==> config.mk <==
export PLATFORM = sky130hd
export DESIGN_NAME = decode_stage_flat
export DESIGN_NICKNAME = d
export VERILOG_FILES = /design/src/rtl/decode_stage_if.sv /design/src/rtl/decode_stage.sv /design/src/flat_wrapper.sv
export SDC_FILE = /design/constraint.sdc
export NUM_CORES = 1
export LEC_CHECK = 0
export ABC_CLOCK_PERIOD_IN_PS = 5500
export BUFFER_PORTS_ARGS = -buffer_cell sky130_fd_sc_hd__buf_4
export CORE_ASPECT_RATIO = 0.5
export CORE_MARGIN = 5
export CORE_UTILIZATION = 47
export CTS_BUF_LIST = sky130_fd_sc_hd__clkbuf_2
export CTS_CLUSTER_DIAMETER = 100
export DETAILED_ROUTE_END_ITERATION = 6
export PLACE_DENSITY = 0.76
export REMOVE_ABC_BUFFERS = 1
export SLEW_MARGIN = 20
export SYNTH_ARGS = -nofsm -noshare
export SYNTH_HDL_FRONTEND = slang
export SYNTH_SLANG_ARGS = --single-unit
==> constraint.sdc <==
create_clock -name clk -period 5.5 [get_ports clk]
set_input_delay 1.65 -clock clk [delete_from_list [all_inputs] [get_ports clk]]
set_output_delay 1.65 -clock clk [all_outputs]
set_load 0.01 [all_outputs]
==> src/rtl/decode_stage_if.sv <==
// decode_stage_if: fetch-side inputs and ID/EX outputs of the decode stage
interface decode_stage_if;
  logic [31:0] pc_in;
  logic [31:0] instruction_in;
  logic        flush;
  logic        stall_in;
  logic        stall_out;
  logic        valid_out;
  logic [31:0] pc_out;
  logic [4:0]  rs1_addr;
  logic [4:0]  rs2_addr;
  logic [4:0]  rd_addr;
  logic [31:0] imm_out;
  logic [2:0]  funct3_out;
  logic [3:0]  alu_op;
  logic        alu_src_imm;
  logic        a_sel_pc;
  logic        reg_write;
  logic        mem_read;
  logic        mem_write;
  logic        branch;
  logic        jump;
  logic        illegal;
  modport master (
    output pc_in, instruction_in, flush, stall_in,
    input  stall_out, valid_out, pc_out, rs1_addr, rs2_addr, rd_addr, imm_out, funct3_out,
           alu_op, alu_src_imm, a_sel_pc, reg_write, mem_read, mem_write, branch, jump, illegal
  );
  modport slave (
    input  pc_in, instruction_in, flush, stall_in,
    output stall_out, valid_out, pc_out, rs1_addr, rs2_addr, rd_addr, imm_out, funct3_out,
           alu_op, alu_src_imm, a_sel_pc, reg_write, mem_read, mem_write, branch, jump, illegal
  );
endinterface

==> src/rtl/decode_stage.sv <==
// decode_stage: RV32I decode with ID/EX register, load-use stall and one-entry replay buffer
module decode_stage #(
  parameter bit HAZARD_DETECT  = 1'b1,
  parameter bit ZERO_IS_BUBBLE = 1'b1
) (
  input logic clk,
  input logic rst_n,
  decode_stage_if.slave bus
);
  localparam logic [0:0] RUN = 1'b0, HOLD = 1'b1;
  typedef struct packed {
    logic        valid;
    logic [31:0] pc;
    logic [4:0]  rs1;
    logic [4:0]  rs2;
    logic [4:0]  rd;
    logic [31:0] imm;
    logic [2:0]  f3;
    logic [3:0]  aop;
    logic        asi;
    logic        apc;
    logic        rw;
    logic        mr;
    logic        mw;
    logic        br;
    logic        jp;
    logic        ill;
  } idex_t;
  logic [0:0]  state;
  logic [31:0] buf_pc, buf_ins, pc, ins, imm_i, imm_s, imm_b, imm_u, imm_j;
  logic [2:0]  f3;
  logic        is_lui, is_auipc, is_jal, is_jalr, is_br, is_ld, is_st, is_opi, is_op, is_misc;
  logic        use1, use2, has_rd, hazard, bubble;
  idex_t       idex, dec, nxt;
  // In HOLD the fetch outputs are already one address ahead, so the buffer is the source
  assign pc  = state == HOLD ? buf_pc : bus.pc_in;
  assign ins = state == HOLD ? buf_ins : bus.instruction_in;
  assign f3  = ins[14:12];
  assign is_lui   = ins[6:0] == 7'b0110111;
  assign is_auipc = ins[6:0] == 7'b0010111;
  assign is_jal   = ins[6:0] == 7'b1101111;
  assign is_jalr  = ins[6:0] == 7'b1100111;
  assign is_br    = ins[6:0] == 7'b1100011;
  assign is_ld    = ins[6:0] == 7'b0000011;
  assign is_st    = ins[6:0] == 7'b0100011;
  assign is_opi   = ins[6:0] == 7'b0010011;
  assign is_op    = ins[6:0] == 7'b0110011;
  assign is_misc  = ins[6:0] == 7'b0001111 || ins[6:0] == 7'b1110011;
  assign use1   = is_jalr | is_br | is_ld | is_st | is_opi | is_op;
  assign use2   = is_br | is_st | is_op;
  assign has_rd = is_lui | is_auipc | is_jal | is_jalr | is_ld | is_opi | is_op;
  assign imm_i = {{20{ins[31]}}, ins[31:20]};
  assign imm_s = {{20{ins[31]}}, ins[31:25], ins[11:7]};
  assign imm_b = {{19{ins[31]}}, ins[31], ins[7], ins[30:25], ins[11:8], 1'b0};
  assign imm_u = {ins[31:12], 12'd0};
  assign imm_j = {{11{ins[31]}}, ins[31], ins[19:12], ins[20], ins[30:21], 1'b0};
  always_comb begin
    dec       = '0;
    dec.valid = 1'b1;
    dec.pc    = pc;
    dec.rs1   = use1 ? ins[19:15] : 5'd0;
    dec.rs2   = use2 ? ins[24:20] : 5'd0;
    dec.rd    = has_rd ? ins[11:7] : 5'd0;
    dec.imm   = (is_lui | is_auipc) ? imm_u : is_jal ? imm_j : is_br ? imm_b : is_st ? imm_s :
                (is_jalr | is_ld | is_opi) ? imm_i : 32'd0;
    dec.f3    = f3;
    dec.aop   = is_op ? {ins[30], f3} : is_opi ? {ins[30] & (f3 == 3'b101), f3} : 4'd0;
    dec.asi   = is_lui | is_auipc | is_jal | is_jalr | is_ld | is_st | is_opi;
    dec.apc   = is_auipc | is_jal | is_jalr;
    dec.rw    = dec.rd != 5'd0;
    dec.mr    = is_ld;
    dec.mw    = is_st;
    dec.br    = is_br;
    dec.jp    = is_jal | is_jalr;
    dec.ill   = ~(has_rd | is_br | is_st | is_misc);
  end
  // Unused source fields decode to x0, which never matches a nonzero load destination
  assign hazard = HAZARD_DETECT && idex.valid && idex.mr && idex.rd != 5'd0 &&
                  (dec.rs1 == idex.rd || dec.rs2 == idex.rd);
  assign bubble = (ZERO_IS_BUBBLE && ins == 32'd0) || bus.flush || hazard;
  assign nxt    = bubble ? '0 : dec;
  assign bus.stall_out = (hazard || bus.stall_in) && !bus.flush && rst_n;
  assign {bus.valid_out, bus.pc_out, bus.rs1_addr, bus.rs2_addr, bus.rd_addr, bus.imm_out,
          bus.funct3_out, bus.alu_op, bus.alu_src_imm, bus.a_sel_pc, bus.reg_write,
          bus.mem_read, bus.mem_write, bus.branch, bus.jump, bus.illegal} = idex;
  always_ff @(posedge clk or negedge rst_n) begin
    if (!rst_n) begin
      state   <= RUN;
      buf_pc  <= '0;
      buf_ins <= '0;
      idex    <= '0;
    end else begin
      if (!(bus.stall_out && bus.stall_in)) idex <= nxt;
      state   <= bus.stall_out ? HOLD : RUN;
      buf_pc  <= bus.stall_out ? pc : 32'd0;
      buf_ins <= bus.stall_out ? ins : 32'd0;
    end
  end
endmodule

==> src/flat_wrapper.sv <==
// flat-port wrapper written by rule: the top's interface ports become plain ports
module decode_stage_flat 
#(
  parameter bit HAZARD_DETECT  = 1'b1,
  parameter bit ZERO_IS_BUBBLE = 1'b1
)
  (clk, rst_n, bus_pc_in, bus_instruction_in, bus_flush, bus_stall_in, bus_stall_out, bus_valid_out, bus_pc_out, bus_rs1_addr, bus_rs2_addr, bus_rd_addr, bus_imm_out, bus_funct3_out, bus_alu_op, bus_alu_src_imm, bus_a_sel_pc, bus_reg_write, bus_mem_read, bus_mem_write, bus_branch, bus_jump, bus_illegal);
  decode_stage_if bus_i ();
  input logic clk;
  input logic rst_n;
  input wire logic [$bits(bus_i.pc_in)-1:0] bus_pc_in;
  input wire logic [$bits(bus_i.instruction_in)-1:0] bus_instruction_in;
  input wire logic [$bits(bus_i.flush)-1:0] bus_flush;
  input wire logic [$bits(bus_i.stall_in)-1:0] bus_stall_in;
  output wire logic [$bits(bus_i.stall_out)-1:0] bus_stall_out;
  output wire logic [$bits(bus_i.valid_out)-1:0] bus_valid_out;
  output wire logic [$bits(bus_i.pc_out)-1:0] bus_pc_out;
  output wire logic [$bits(bus_i.rs1_addr)-1:0] bus_rs1_addr;
  output wire logic [$bits(bus_i.rs2_addr)-1:0] bus_rs2_addr;
  output wire logic [$bits(bus_i.rd_addr)-1:0] bus_rd_addr;
  output wire logic [$bits(bus_i.imm_out)-1:0] bus_imm_out;
  output wire logic [$bits(bus_i.funct3_out)-1:0] bus_funct3_out;
  output wire logic [$bits(bus_i.alu_op)-1:0] bus_alu_op;
  output wire logic [$bits(bus_i.alu_src_imm)-1:0] bus_alu_src_imm;
  output wire logic [$bits(bus_i.a_sel_pc)-1:0] bus_a_sel_pc;
  output wire logic [$bits(bus_i.reg_write)-1:0] bus_reg_write;
  output wire logic [$bits(bus_i.mem_read)-1:0] bus_mem_read;
  output wire logic [$bits(bus_i.mem_write)-1:0] bus_mem_write;
  output wire logic [$bits(bus_i.branch)-1:0] bus_branch;
  output wire logic [$bits(bus_i.jump)-1:0] bus_jump;
  output wire logic [$bits(bus_i.illegal)-1:0] bus_illegal;
  assign bus_i.pc_in = bus_pc_in;
  assign bus_i.instruction_in = bus_instruction_in;
  assign bus_i.flush = bus_flush;
  assign bus_i.stall_in = bus_stall_in;
  assign bus_stall_out = bus_i.stall_out;
  assign bus_valid_out = bus_i.valid_out;
  assign bus_pc_out = bus_i.pc_out;
  assign bus_rs1_addr = bus_i.rs1_addr;
  assign bus_rs2_addr = bus_i.rs2_addr;
  assign bus_rd_addr = bus_i.rd_addr;
  assign bus_imm_out = bus_i.imm_out;
  assign bus_funct3_out = bus_i.funct3_out;
  assign bus_alu_op = bus_i.alu_op;
  assign bus_alu_src_imm = bus_i.alu_src_imm;
  assign bus_a_sel_pc = bus_i.a_sel_pc;
  assign bus_reg_write = bus_i.reg_write;
  assign bus_mem_read = bus_i.mem_read;
  assign bus_mem_write = bus_i.mem_write;
  assign bus_branch = bus_i.branch;
  assign bus_jump = bus_i.jump;
  assign bus_illegal = bus_i.illegal;
  decode_stage #(.HAZARD_DETECT(HAZARD_DETECT), .ZERO_IS_BUBBLE(ZERO_IS_BUBBLE)) u_core (.clk(clk), .rst_n(rst_n), .bus(bus_i));
endmodule
# [Yosys cells after proc, flatten, opt, wreduce, memory -nomap -nowiden]
# Index checks and enable logic that the tools add are counted.
[totals] regBits=160
[op_classes] eq_ne=14 muxes=16 n_bitwise=25 reduce_logical=15
[op_table] operator="two-way mux 32 bit" count=9
[op_table] operator="two-way mux 95 bit" count=1
[op_table] operator="zero test 32 bit" count=1
[op_table] operator="equality test 7 bit, second input constant" count=4
[op_table] operator="OR 1 bit" count=23
[op_table] operator="equality test 7 x 6 -> 1 bit, second input constant" count=3
[op_table] operator="two-way mux 5 bit" count=3
[op_table] operator="equality test 7 x 5 -> 1 bit, second input constant" count=2
[op_table] operator="equality test 5 bit" count=2
[op_table] operator="nonzero test 5 bit" count=2
[op_table] operator="two-way mux 4 bit" count=2
[op_table] operator="equality test 7 x 2 -> 1 bit, second input constant" count=1
[op_table] operator="equality test 7 x 4 -> 1 bit, second input constant" count=1
[op_table] operator="logical AND 1 bit" count=6
[op_table] operator="logical OR 1 bit" count=5
[op_table] operator="equality test 3 bit, second input constant" count=1
[op_table] operator="bitwise AND 1 bit" count=1
[op_table] operator="zero test 1 bit" count=1
[op_table] operator="two-way mux 1 bit" count=1
[op_table] operator="NOT 1 bit" count=1

# [Logic depth before layout (Yosys ltp)]
[logic_depth] ltp_word=15 ltp_mapped=13 ltp_nobuf=6

# [Least setup slack after synthesis]
# OpenSTA, ideal clock, no wires.
[synth_timing] path_kind="input to output" from="input port bus_instruction_in[4]" to="output port bus_stall_out" arrival_ns=3.403 required_time_ns=3.850 setup_slack_ns=0.447 stages=8 n_path_buf=2 path_cell_list="mux2_2 -> nor3_2 -> o21a_1 -> a22oi_1 -> o32a_1 -> buf_4 -> buf_6 -> nand2_1"
[synth_between] elab_chain_cells=14 word_cells_on_any_way=23 cone_classes="eq/ne (8); mux (3); bitwise (7); reduce/logical (5)"
[synth_rtl] element="start, declared" line="flat_wrapper.sv:12" rtl="input wire logic [$bits(bus_i.instruction_in)-1:0] bus_instruction_in;"
[synth_rtl] element="two-way mux 32 bit *" line="decode_stage.sv:37" rtl="assign ins = state == HOLD ? buf_ins : bus.instruction_in;"
[synth_rtl] element="equality test 7 bit (on tied branches)" line="decode_stage.sv:42, decode_stage.sv:43"
[synth_rtl] element="OR 1 bit (5 in series)" line="decode_stage.sv:49" rtl="assign use1 = is_jalr | is_br | is_ld | is_st | is_opi | is_op;"
[synth_rtl] element="two-way mux 5 bit" line="decode_stage.sv:61" rtl="dec.rs1 = use1 ? ins[19:15] : 5'd0;"
[synth_rtl] element="equality test 5 bit" line="decode_stage.sv:79" rtl="(dec.rs1 == idex.rd || dec.rs2 == idex.rd);"
[synth_rtl] element="logical OR 1 bit *" line="decode_stage.sv:79"
[synth_rtl] element="logical AND 1 bit *" line="decode_stage.sv:78" rtl="assign hazard = HAZARD_DETECT && idex.valid && idex.mr && idex.rd != 5'd0 &&"
[synth_rtl] element="logical OR 1 bit *" line="decode_stage.sv:82" rtl="assign bus.stall_out = (hazard || bus.stall_in) && !bus.flush && rst_n;"
[synth_rtl] element="logical AND 1 bit * (2 in series)" line="decode_stage.sv:82"
[synth_rtl] element="end, declared" line="flat_wrapper.sv:15" rtl="output wire logic [$bits(bus_i.stall_out)-1:0] bus_stall_out;"
# Mark *: on every way between the ends. The rest lies on a longest branch, timed or not.

# [Worst setup path after layout]
# Same ends and word-level chain as after synthesis.

==> flow_summary_export.csv <==
group,metric,value,unit
timing,finClkSkew,0.0525,ns
routing,vias_per_cell,5.94,
floorplan,pin_count,164,
cells_and_area,syn_to_final_growth,19.9,%
cts,htreeDepth,4,
placement,post-place-cells,1073,
global_route,grt_pass1_wl,35400,um
synthesis,ys_top_cells_by_area,"dfrtp_1, mux2i_1, nand2_1",
cts,cts_buffers,17,
synthesis,async_flop_share,100,%
placement,place_hpwl,14200,um
floorplan,initial_core_util,48.6,%
power_and_ir_drop,p_leak,4.08,nW
routing,drtIter0Drc,716,
synthesis,synth-main-ff-cell,"dfrtp_1",
synthesis,synth_seq_cells,160,
cells_and_area,layout.cells.non_filler,1105,
cts,post_cts_buffers,0,
routing,first_pass_iters,5,
critical_path,endpoint_kind,"primary output",
routing,route.detailed.drc,0,
global_route,antenna_found_initial,0,
cells_and_area,fin_area,9100,um2
routing,num_vias,6559,
cts,clk_latency,0.72,ns
hold_path,hold_depth,2,
synthesis,syn_avg_cell_area,10.1,um2
power_and_ir_drop,power_density,234,nW/um2
critical_path,r2r_cells,7,
power_and_ir_drop,peakVddDrop,0.127,mV
floorplan,die_w,190,um
synthesis,syn-instance-count,749,
timing,fmax,186,MHz
cts,cts_tree,"built",
cts,ctsResizeCount,0,
floorplan,rows,32,
routing,wl_per_cell,19.8,um
hold_path,hold_path.class,"reg -> reg",
timing,finalCritPeriodShare,97.7,%
cts,clk_pin_slew_worst_paths,0.19,ns
timing,setup_viol,0,
global_route,track_usage,23.0,%
global_route,gr-total-overflow,0,
global_route,grt_pass1_vias,6660,
cts,clock_sinks,160,
cells_and_area,nets,956,
placement,gp_congestion,0.967,
synthesis,yosysTopAreaCell,"dfrtp_1",
cts,cts_buffer_depth,2,
routing,drtAntennaViolNets,0,
critical_path,cp_max_fo,7,
synthesis,yosysWarnings,0,
timing,finalWorstSetupSlack,0.129,ns
routing,routed_wl,21800,um
placement,portBuffers,163,
status,outcome,"completed",
synthesis,synthDistinctLibCells,57,
timing,relSlewSlack,27.7,%
cts,ctsHoldBuffers,0,
cells_and_area,drive_gt1_share,26.2,%
cells_and_area,antenna_cells,0,
timing,tightest_slew,1.09,ns
synthesis,yosysSeqAreaShare,52.7,%
placement,pre_cts_ws,0.210,ns
floorplan,dieArea,19000,um2
floorplan,die_y,99.9,um
timing,hold_viol_final,0,
timing,min_period,5.37,ns
timing,slew_viol_final,0,
cells_and_area,layout_commonest_cell,"buf_4",
synthesis,syn-cell-area,7590,um2
flow_run,cap_violations,0,
global_route,grt_max_degree,95,
timing,rsz0062_at_grt,"false",
placement,placed_cell_area,8890,um2
cells_and_area,mostFrequentLayoutCells,"buf_4, dfrtp_1, nand2_1, a21oi_1, o21ai_1",
floorplan,core-area,15600,um2
cts,cts-root-buf,"clkbuf_2",
critical_path,worstPathArrival,3.72,ns
synthesis,synth_top_area_share,52.7,%
critical_path,cp-start-kind,"primary input",
synthesis,synth-edff-count,0,
critical_path,critical_path_required,3.85,ns
critical_path,path_class,"in -> out",
==> metal layers <==
metal,up-vias,part of all wire [%],wire (um),track usage (%)
met2,261,49,10600,38.2
met4,0,1.7,361,6.94
met3,30,6.1,1330,4.55
li1,2983,-,-,-
met1,3285,44,9530,30.9
met5,-,0,0,0
==> Yosys cell counts (14+ instances only) <==
library cell,instances
nand2_1,113
o21ai_0,17
nand3b_1,17
nand3_1,14
clkbuf_1,28
mux2i_1,63
nor2_1,23
dfrtp_1,160
a21oi_1,77
o21ai_1,66
o31ai_1,40
==> flip-flops by register name, indices dropped and copies added (netlist names) <==
signal,count
u_core.buf_ins,32
u_core.buf_pc,32
u_core.bus.imm_out,32
u_core.bus.pc_out,32
u_core.bus.rd_addr,5
u_core.bus.rs1_addr,5
u_core.bus.rs2_addr,5
u_core.bus.alu_op,4
u_core.bus.funct3_out,3
u_core.bus.a_sel_pc,1
u_core.bus.alu_src_imm,1
u_core.bus.branch,1
u_core.bus.illegal,1
u_core.bus.jump,1
u_core.bus.mem_read,1
u_core.bus.mem_write,1
u_core.bus.reg_write,1
u_core.bus.valid_out,1
u_core.state,1
==> kinds of logic (layout without fill, tap and decap cells) <==
family,Yosys count,in the layout,synth area share [%]
AO/OA/AOI/OAI,238,238,18.7
XOR/XNOR,5,5,0.577
buffers and inverters,62,214,4.66
flip-flops,160,160,52.7
multiplexers,76,76,10.3
AND/OR/NAND/NOR,208,208,13.0
==> worst max-delay path, stage by stage <==
cell and delay (ns):
buf_4 0.12, mux2_2 0.32, nor3_2 0.42, o21a_1 0.23
a22oi_1 0.16, o32a_2 0.43, nand2_1 0.21, buf_4 0.17
==> power by group <==
part,switching (mW),internal (mW)
Combinational,0.170,0.124
Clock,0.435,0.165
Sequential,0.0256,1.21
Total,0.631,1.50
==> area by class of cell <==
| cell class | count | area (um2) |
|---|---|---|
| clock buffers | 19 | 95.1 |
| clock inverters | 13 | 113 |
| fillers | 1366 | 6510 |
| inverters | 3 | 11.3 |
| multi-input cells | 527 | 3270 |
| flip-flops and latches | 160 | 4010 |
| well taps | 204 | 255 |
| repair buffers | 179 | 1350 |
==> path summary, 6_finish.rpt <==
path                                         from                endpoint  slack, ns
max reg2reg                          u_core.state       u_core.buf_ins[6]       1.92
min                        u_core.bus.imm_out[11]  u_core.bus.imm_out[11]       0.51
max                         bus_instruction_in[4]           bus_stall_out       0.13
min reg2reg                u_core.bus.imm_out[11]  u_core.bus.imm_out[11]       0.51
max in group asynchronous                   rst_n    u_core.bus.pc_out[7]       3.63
min in group asynchronous                   rst_n   u_core.bus.pc_out[27]       0.72
==> through the flow <==
stage / util, % / total power, mW / setup TNS, ns / hold slack, ns
floorplan: - / 1.40 / -174.32 / 0.516
global placement: 56.9 / 1.55 / 0 / 0.464
detailed placement: 56.9 / 1.55 / 0 / 0.468
CTS: 58.3 / 2.15 / 0 / 0.514
global route: 58.3 / 2.23 / 0 / 0.540
finish: 58.3 / 2.13 / 0 / 0.510
Power figures use the tool's default switching activity.
